**config.mk**
```make
export PLATFORM = sky130hd
export DESIGN_NAME = lane_operand_buffer
export DESIGN_NICKNAME = d
export VERILOG_FILES = /design/src/rtl/lane_operand_buffer.sv
export SDC_FILE = /design/constraint.sdc
export NUM_CORES = 1
export LEC_CHECK = 0
export BUFFER_PORTS_ARGS = -buffer_cell sky130_fd_sc_hd__buf_2
export CAP_MARGIN = 20
export CORE_ASPECT_RATIO = 0.75
export CORE_MARGIN = 2
export CORE_UTILIZATION = 35
export DETAILED_ROUTE_END_ITERATION = 7
export GPL_TIMING_DRIVEN = 0
export PLACE_DENSITY = 0.57
export SLEW_MARGIN = 20
export SYNTH_ARGS = -nofsm -noshare
export SYNTH_HDL_FRONTEND = slang
export SYNTH_SLANG_ARGS = --single-unit
export TNS_END_PERCENT = 30
```
**constraint.sdc**
```tcl
create_clock -name clk_i -period 2.6 [get_ports clk_i]
set_input_delay 0.13 -clock clk_i [delete_from_list [all_inputs] [get_ports clk_i]]
set_output_delay 0.13 -clock clk_i [all_outputs]
set_load 0.03 [all_outputs]
```
**src/rtl/lane_operand_buffer.sv**
```systemverilog
`default_nettype none
// ============================================================================
// Module   : lane_operand_buffer
// Brief    : Credit-controlled operand FIFO between VRF read crossbar and one FU.
// Revision : 1.0
// ============================================================================
module lane_operand_buffer #(
  parameter int DataWidth   = 64,
  parameter int BufferDepth = 4,
  parameter int CntWidth    = 16
) (
  input  logic                 clk_i,
  input  logic                 rst_ni,
  input  logic                 flush_i,
  input  logic                 cmd_valid_i,
  output logic                 cmd_ready_o,
  input  logic [CntWidth-1:0]  cmd_nwords_i,
  output logic                 credit_o,
  input  logic                 issue_i,
  input  logic [DataWidth-1:0] operand_i,
  input  logic                 operand_valid_i,
  output logic [DataWidth-1:0] operand_o,
  output logic                 operand_valid_o,
  input  logic                 operand_ready_i,
  output logic                 operand_last_o,
  output logic                 busy_o
);

  localparam int PTR_W = $clog2(BufferDepth);
  localparam int CNT_W = PTR_W + 1;
  localparam logic [CNT_W-1:0] DEPTH = CNT_W'(BufferDepth);

  typedef enum logic [0:0] {
    ST_IDLE   = 1'b0,
    ST_ACTIVE = 1'b1
  } state_e;

  state_e               state_q, state_d;
  logic [CntWidth-1:0]  issue_rem_q, issue_rem_d;
  logic [CntWidth-1:0]  out_rem_q, out_rem_d;
  logic [CNT_W-1:0]     fifo_count_q, fifo_count_d;
  logic [CNT_W-1:0]     inflight_q, inflight_d;
  logic [CNT_W-1:0]     discard_q, discard_d;
  logic [PTR_W-1:0]     wr_ptr_q, wr_ptr_d;
  logic [PTR_W-1:0]     rd_ptr_q, rd_ptr_d;
  logic [DataWidth-1:0] mem_q [BufferDepth];

  logic w_issue, w_ret, w_drop, w_push, w_pop;

  // Every output depends on registered state only.
  assign credit_o        = (state_q == ST_ACTIVE) && (issue_rem_q != '0) &&
                           ((fifo_count_q + inflight_q) < DEPTH);
  assign cmd_ready_o     = (state_q == ST_IDLE) && (discard_q == '0);
  assign operand_valid_o = (fifo_count_q != '0);
  assign operand_last_o  = operand_valid_o && (out_rem_q == CntWidth'(1));
  assign operand_o       = mem_q[rd_ptr_q];
  assign busy_o          = (state_q != ST_IDLE) || (inflight_q != '0);

  assign w_issue = issue_i && credit_o;
  assign w_ret   = operand_valid_i && (inflight_q != '0);
  assign w_drop  = w_ret && (discard_q != '0);
  assign w_push  = w_ret && !w_drop;
  assign w_pop   = operand_valid_o && operand_ready_i;

  always_comb begin
    state_d      = state_q;
    issue_rem_d  = issue_rem_q;
    out_rem_d    = out_rem_q;
    discard_d    = discard_q;
    wr_ptr_d     = wr_ptr_q;
    rd_ptr_d     = rd_ptr_q;
    inflight_d   = inflight_q + CNT_W'(w_issue) - CNT_W'(w_ret);
    fifo_count_d = fifo_count_q + CNT_W'(w_push) - CNT_W'(w_pop);

    if (w_issue) issue_rem_d = issue_rem_q - CntWidth'(1);
    if (w_drop)  discard_d   = discard_q - CNT_W'(1);
    if (w_push)  wr_ptr_d    = wr_ptr_q + PTR_W'(1);

    if (w_pop) begin
      rd_ptr_d = rd_ptr_q + PTR_W'(1);
      if (out_rem_q != '0) out_rem_d = out_rem_q - CntWidth'(1);
      if (operand_last_o)  state_d   = ST_IDLE;
    end

    if ((state_q == ST_IDLE) && cmd_valid_i && cmd_ready_o && (cmd_nwords_i != '0)) begin
      state_d     = ST_ACTIVE;
      issue_rem_d = cmd_nwords_i;
      out_rem_d   = cmd_nwords_i;
    end

    // Reads already granted still return; they are counted out via discard.
    if (flush_i) begin
      state_d      = ST_IDLE;
      issue_rem_d  = '0;
      out_rem_d    = '0;
      fifo_count_d = '0;
      wr_ptr_d     = '0;
      rd_ptr_d     = '0;
      discard_d    = inflight_d;
    end
  end

  always_ff @(posedge clk_i or negedge rst_ni) begin
    if (!rst_ni) begin
      state_q      <= ST_IDLE;
      issue_rem_q  <= '0;
      out_rem_q    <= '0;
      fifo_count_q <= '0;
      inflight_q   <= '0;
      discard_q    <= '0;
      wr_ptr_q     <= '0;
      rd_ptr_q     <= '0;
    end else begin
      state_q      <= state_d;
      issue_rem_q  <= issue_rem_d;
      out_rem_q    <= out_rem_d;
      fifo_count_q <= fifo_count_d;
      inflight_q   <= inflight_d;
      discard_q    <= discard_d;
      wr_ptr_q     <= wr_ptr_d;
      rd_ptr_q     <= rd_ptr_d;
    end
  end

  always_ff @(posedge clk_i or negedge rst_ni) begin
    if (!rst_ni) begin
      for (int i = 0; i < BufferDepth; i++) mem_q[i] <= '0;
    end else if (w_push) begin
      mem_q[wr_ptr_q] <= operand_i;
    end
  end

  a_issue_without_credit: assert property (@(posedge clk_i) disable iff (!rst_ni)
    !(issue_i && !credit_o));
  a_return_without_read: assert property (@(posedge clk_i) disable iff (!rst_ni)
    !(operand_valid_i && (inflight_q == '0)));
  a_push_when_full: assert property (@(posedge clk_i) disable iff (!rst_ni)
    !(w_push && !w_pop && (fifo_count_q == DEPTH)));

endmodule
`default_nettype wire

```
==> results.json <==
{
  "outcome": "finished clean",
  "reg2reg_depth": 11,
  "final_common_cell": "dfrtp_1",
  "rsz0062_at_grt": "yes",
  "first_pass_iters": 5,
  "layout_common_cells": "dfrtp_1, mux2_2, buf_2",
  "post-route-period-util": 0.978,
  "synthArstFlopShare": 1.00,
  "vias": 8978,
  "setup_viol": 0,
  "crit_top_cell": "ha_4",
  "dp_hpwl_um": 22400,
  "skew_ns": 0.0267,
  "die-width_um": 234,
  "ys_warn_count": 0,
  "clk-insertion-delay-late_ns": 0.53,
  "p_comb_frac": 0.417,
  "htreeDepth": 2,
  "drt_iter0_drc": 507,
  "avgRoutedWirePerCell_um": 19.0,
  "relSlewSlack": 0.363,
  "clock-root-buffer": "clkbuf_16",
  "seqPwrFrac": 0.334,
  "whs_ns": 0.0120,
  "path_max_fanout": 3,
  "cts.reportedPaths.clkPinSlew_ns": 0.07,
  "r2r-end": "discard_q[1]",
  "grt_pass1_vias": 9211,
  "arrival_ns": 2.99,
  "grt_max_degree": 81,
  "p_switching_mw": 7.45,
  "dieArea_um2": 41200,
  "final_net_count": 1312,
  "tightest_slew_ns": 0.948,
  "ys_types": 51,
  "fin_cells": 1755,
  "cts_tree": "built",
  "grt_remaining_overflow": 0,
  "synth-seq-cells": 302,
  "slowest_stage": "fa_2",
  "row_count": 63,
  "cts_buffer_depth": 3,
  "start_util": 0.353,
  "hold_path_class": "input port to flip-flop",
  "gp_congestion": 0.830,
  "cellInternalPower_mw": 12.7,
  "cts.sink_count": 302,
  "ys.flop_type": "dfrtp_1",
  "port_buffers": 155,
  "max_freq_mhz": 393,
  "max_stage_delay_ns": 0.54,
  "critPathLaunchType": "flip-flop",
  "dp.cells": 1608,
  "drive_above_1_share": 0.509,
  "criticalPathCategory": "flip-flop to flip-flop",
  "die_y_um": 176,
  "core_um2": 39300,
  "ios": 156,
  "synth_edf_count": 0,
  "synth_cells": 929,
  "fin_util": 0.449,
  "via_per_inst": 5.12,
  "grt_pass1_wl_um": 52300,
  "fin_crit_ns": 2.54,
  "drc": 0,
  "cp-end-kind": "flip-flop",
  "p_clk_frac": 0.249,
  "drtAntennaViolNets": 0,
  "powerDensity_nw_per_um2": 1140,
  "antenna_found_initial": 1,
  "grt_use_total": 0.162,
  "drv_cap": 0,
  "whs_endpoint": "rd_ptr_q[0]",
  "timing.rr.start": "fifo_count_q[1]",
  "ir_worst_vdd_v": 0.000489,
  "ff2ff_setup_slack_ns": 0.06,
  "min_from": "operand_ready_i",
  "totalWireLength_um": 33400,
  "worstPathRequired_ns": 3.04,
  "leakage_nw": 8.22,
  "synthToLayoutAreaGrowth_pct": 27.2,
  "syn_nets": 1034,
  "avgSynthCellArea_um2": 14.9,
  "cp_cell_sequence": "ha_4 -> a31oi_4 -> xnor2_4 -> and3_4 -> inv_4 -> ha_4 -> inv_2 -> ha_4 -> fa_2 -> nand2_2 -> o21ai_1",
  "cts_inserted_buffers": 34,
  "syn_area_um2": 13900,
  "ys_seq_area_frac": 0.545,
  "sw_frac_of_total": 0.369,
  "hold_viol": 0,
  "whs_path_depth": 4,
  "finalMaxSlewViolations": 0
}
critical path: cells and delay by family, from the launching register on:
kind,cells,cell delay (ns)
compound gates,2,0.33
xor+xnor,1,0.16
fa+ha+maj,4,1.18
buf+inv,2,0.08
flops,1,0.44
simple gates,2,0.29
flip-flops by register name, summed over array words and instances (netlist names):
| name | cells |
|---|---|
| discard_q | 3 |
| state_q | 1 |
| issue_rem_q | 16 |
| out_rem_q | 16 |
| wr_ptr_q | 2 |
| inflight_q | 3 |
| rd_ptr_q | 2 |
| fifo_count_q | 3 |
| mem_q | 256 |
through the flow:
step	setup TNS [ns]	area (um2)	total power, mW	setup WS [ns]
6_report	0	17600	20.2	0.0568
5_1_grt	-0.0435	17600	21.3	-0.0232
4_1_cts	-0.626	17500	20.3	-0.0334
3_5_place_dp	-2.87	15500	14.7	-0.406
3_3_place_gp	-1366.42	15300	14.5	-5.07
2_1_floorplan	-0.00511	13900	12.5	-0.00400
routing by layer:
| metal | vias up | track usage | wire length (um) |
|---|---|---|---|
| met3 | 43 | 0.0289 | 1630 |
| met5 | - | 0 | 0 |
| met1 | 4679 | 0.243 | 16100 |
| met4 | 0 | 0.0406 | 566 |
| met2 | 191 | 0.244 | 15100 |
| li1 | 4065 | - | - |
synth_stat cells (14+ instances only):
master,instances,share of area
a21oi_1,22,0.0079
buf_2,31,0.011
clkbuf_1,17,0.0046
dfrtp_1,302,0.55
ha_1,16,0.014
inv_1,23,0.0062
mux2_2,256,0.21
mux4_2,64,0.10
nand2_1,14,0.0038
nor2_1,19,0.0051
nor3_1,15,0.0054
xor2_1,20,0.013
timing repair:
item                                    CTS  global route
hold buffers                             72             0
hold endpoints to repair                390             0
endpoints found under the setup margin  159           222
gates resized for setup                  37            18
buffers inserted                          9             3
gates cloned                              0             0
pin swaps                                 6             8
cell type report:
| type | instances | area (um2) |
|---|---|---|
| Fill cell | 3529 | 21600 |
| Antenna cell | 2 | 5.00 |
| Buffer | 53 | 283 |
| Multi-Input combinational cell | 550 | 6170 |
| Clock buffer | 44 | 948 |
| Sequential cell | 302 | 7560 |
| Tap cell | 520 | 651 |
| Inverter | 23 | 88.8 |
| Clock inverter | 18 | 221 |
| Timing Repair Buffer | 243 | 1710 |
logic make-up (layout without fill, tap and decap cells):
logic type,Yosys count,count (layout),share of synthesized area
compound gates,77,77,0.0390
xor+xnor,30,30,0.0190
fa+ha+maj,18,18,0.0173
buf+inv,77,381,0.0242
flops,302,302,0.545
mux,322,322,0.313
other cells,0,2,0
simple gates,103,103,0.0421
power groups by stage:
stage,registers (mW),clock network (mW),logic [mW]
2_1_floorplan,6.53,0,6.01
3_3_place_gp,6.73,0,7.75
3_5_place_dp,6.76,0,7.92
4_1_cts,6.71,5.17,8.37
5_1_grt,6.91,5.36,9.07
6_report,6.74,5.02,8.43
how the worst max path moves through the flow:
stage / slack (ns) / endpoint / startpoint / cells past startpoint
3_3_place_gp: -5.07 / fifo_count_q[1] / rst_ni / 1
5_1_grt: -0.02 / discard_q[2] / fifo_count_q[1] / 12
6_report: 0.06 / discard_q[1] / fifo_count_q[1] / 11
4_1_cts: -0.03 / mem_q[201] / inflight_q[0] / 6
2_1_floorplan: -0.004 / discard_q[2] / fifo_count_q[1] / 13
3_5_place_dp: -0.41 / discard_q[1] / issue_rem_q[4] / 11
Power figures use the tool's default switching activity.
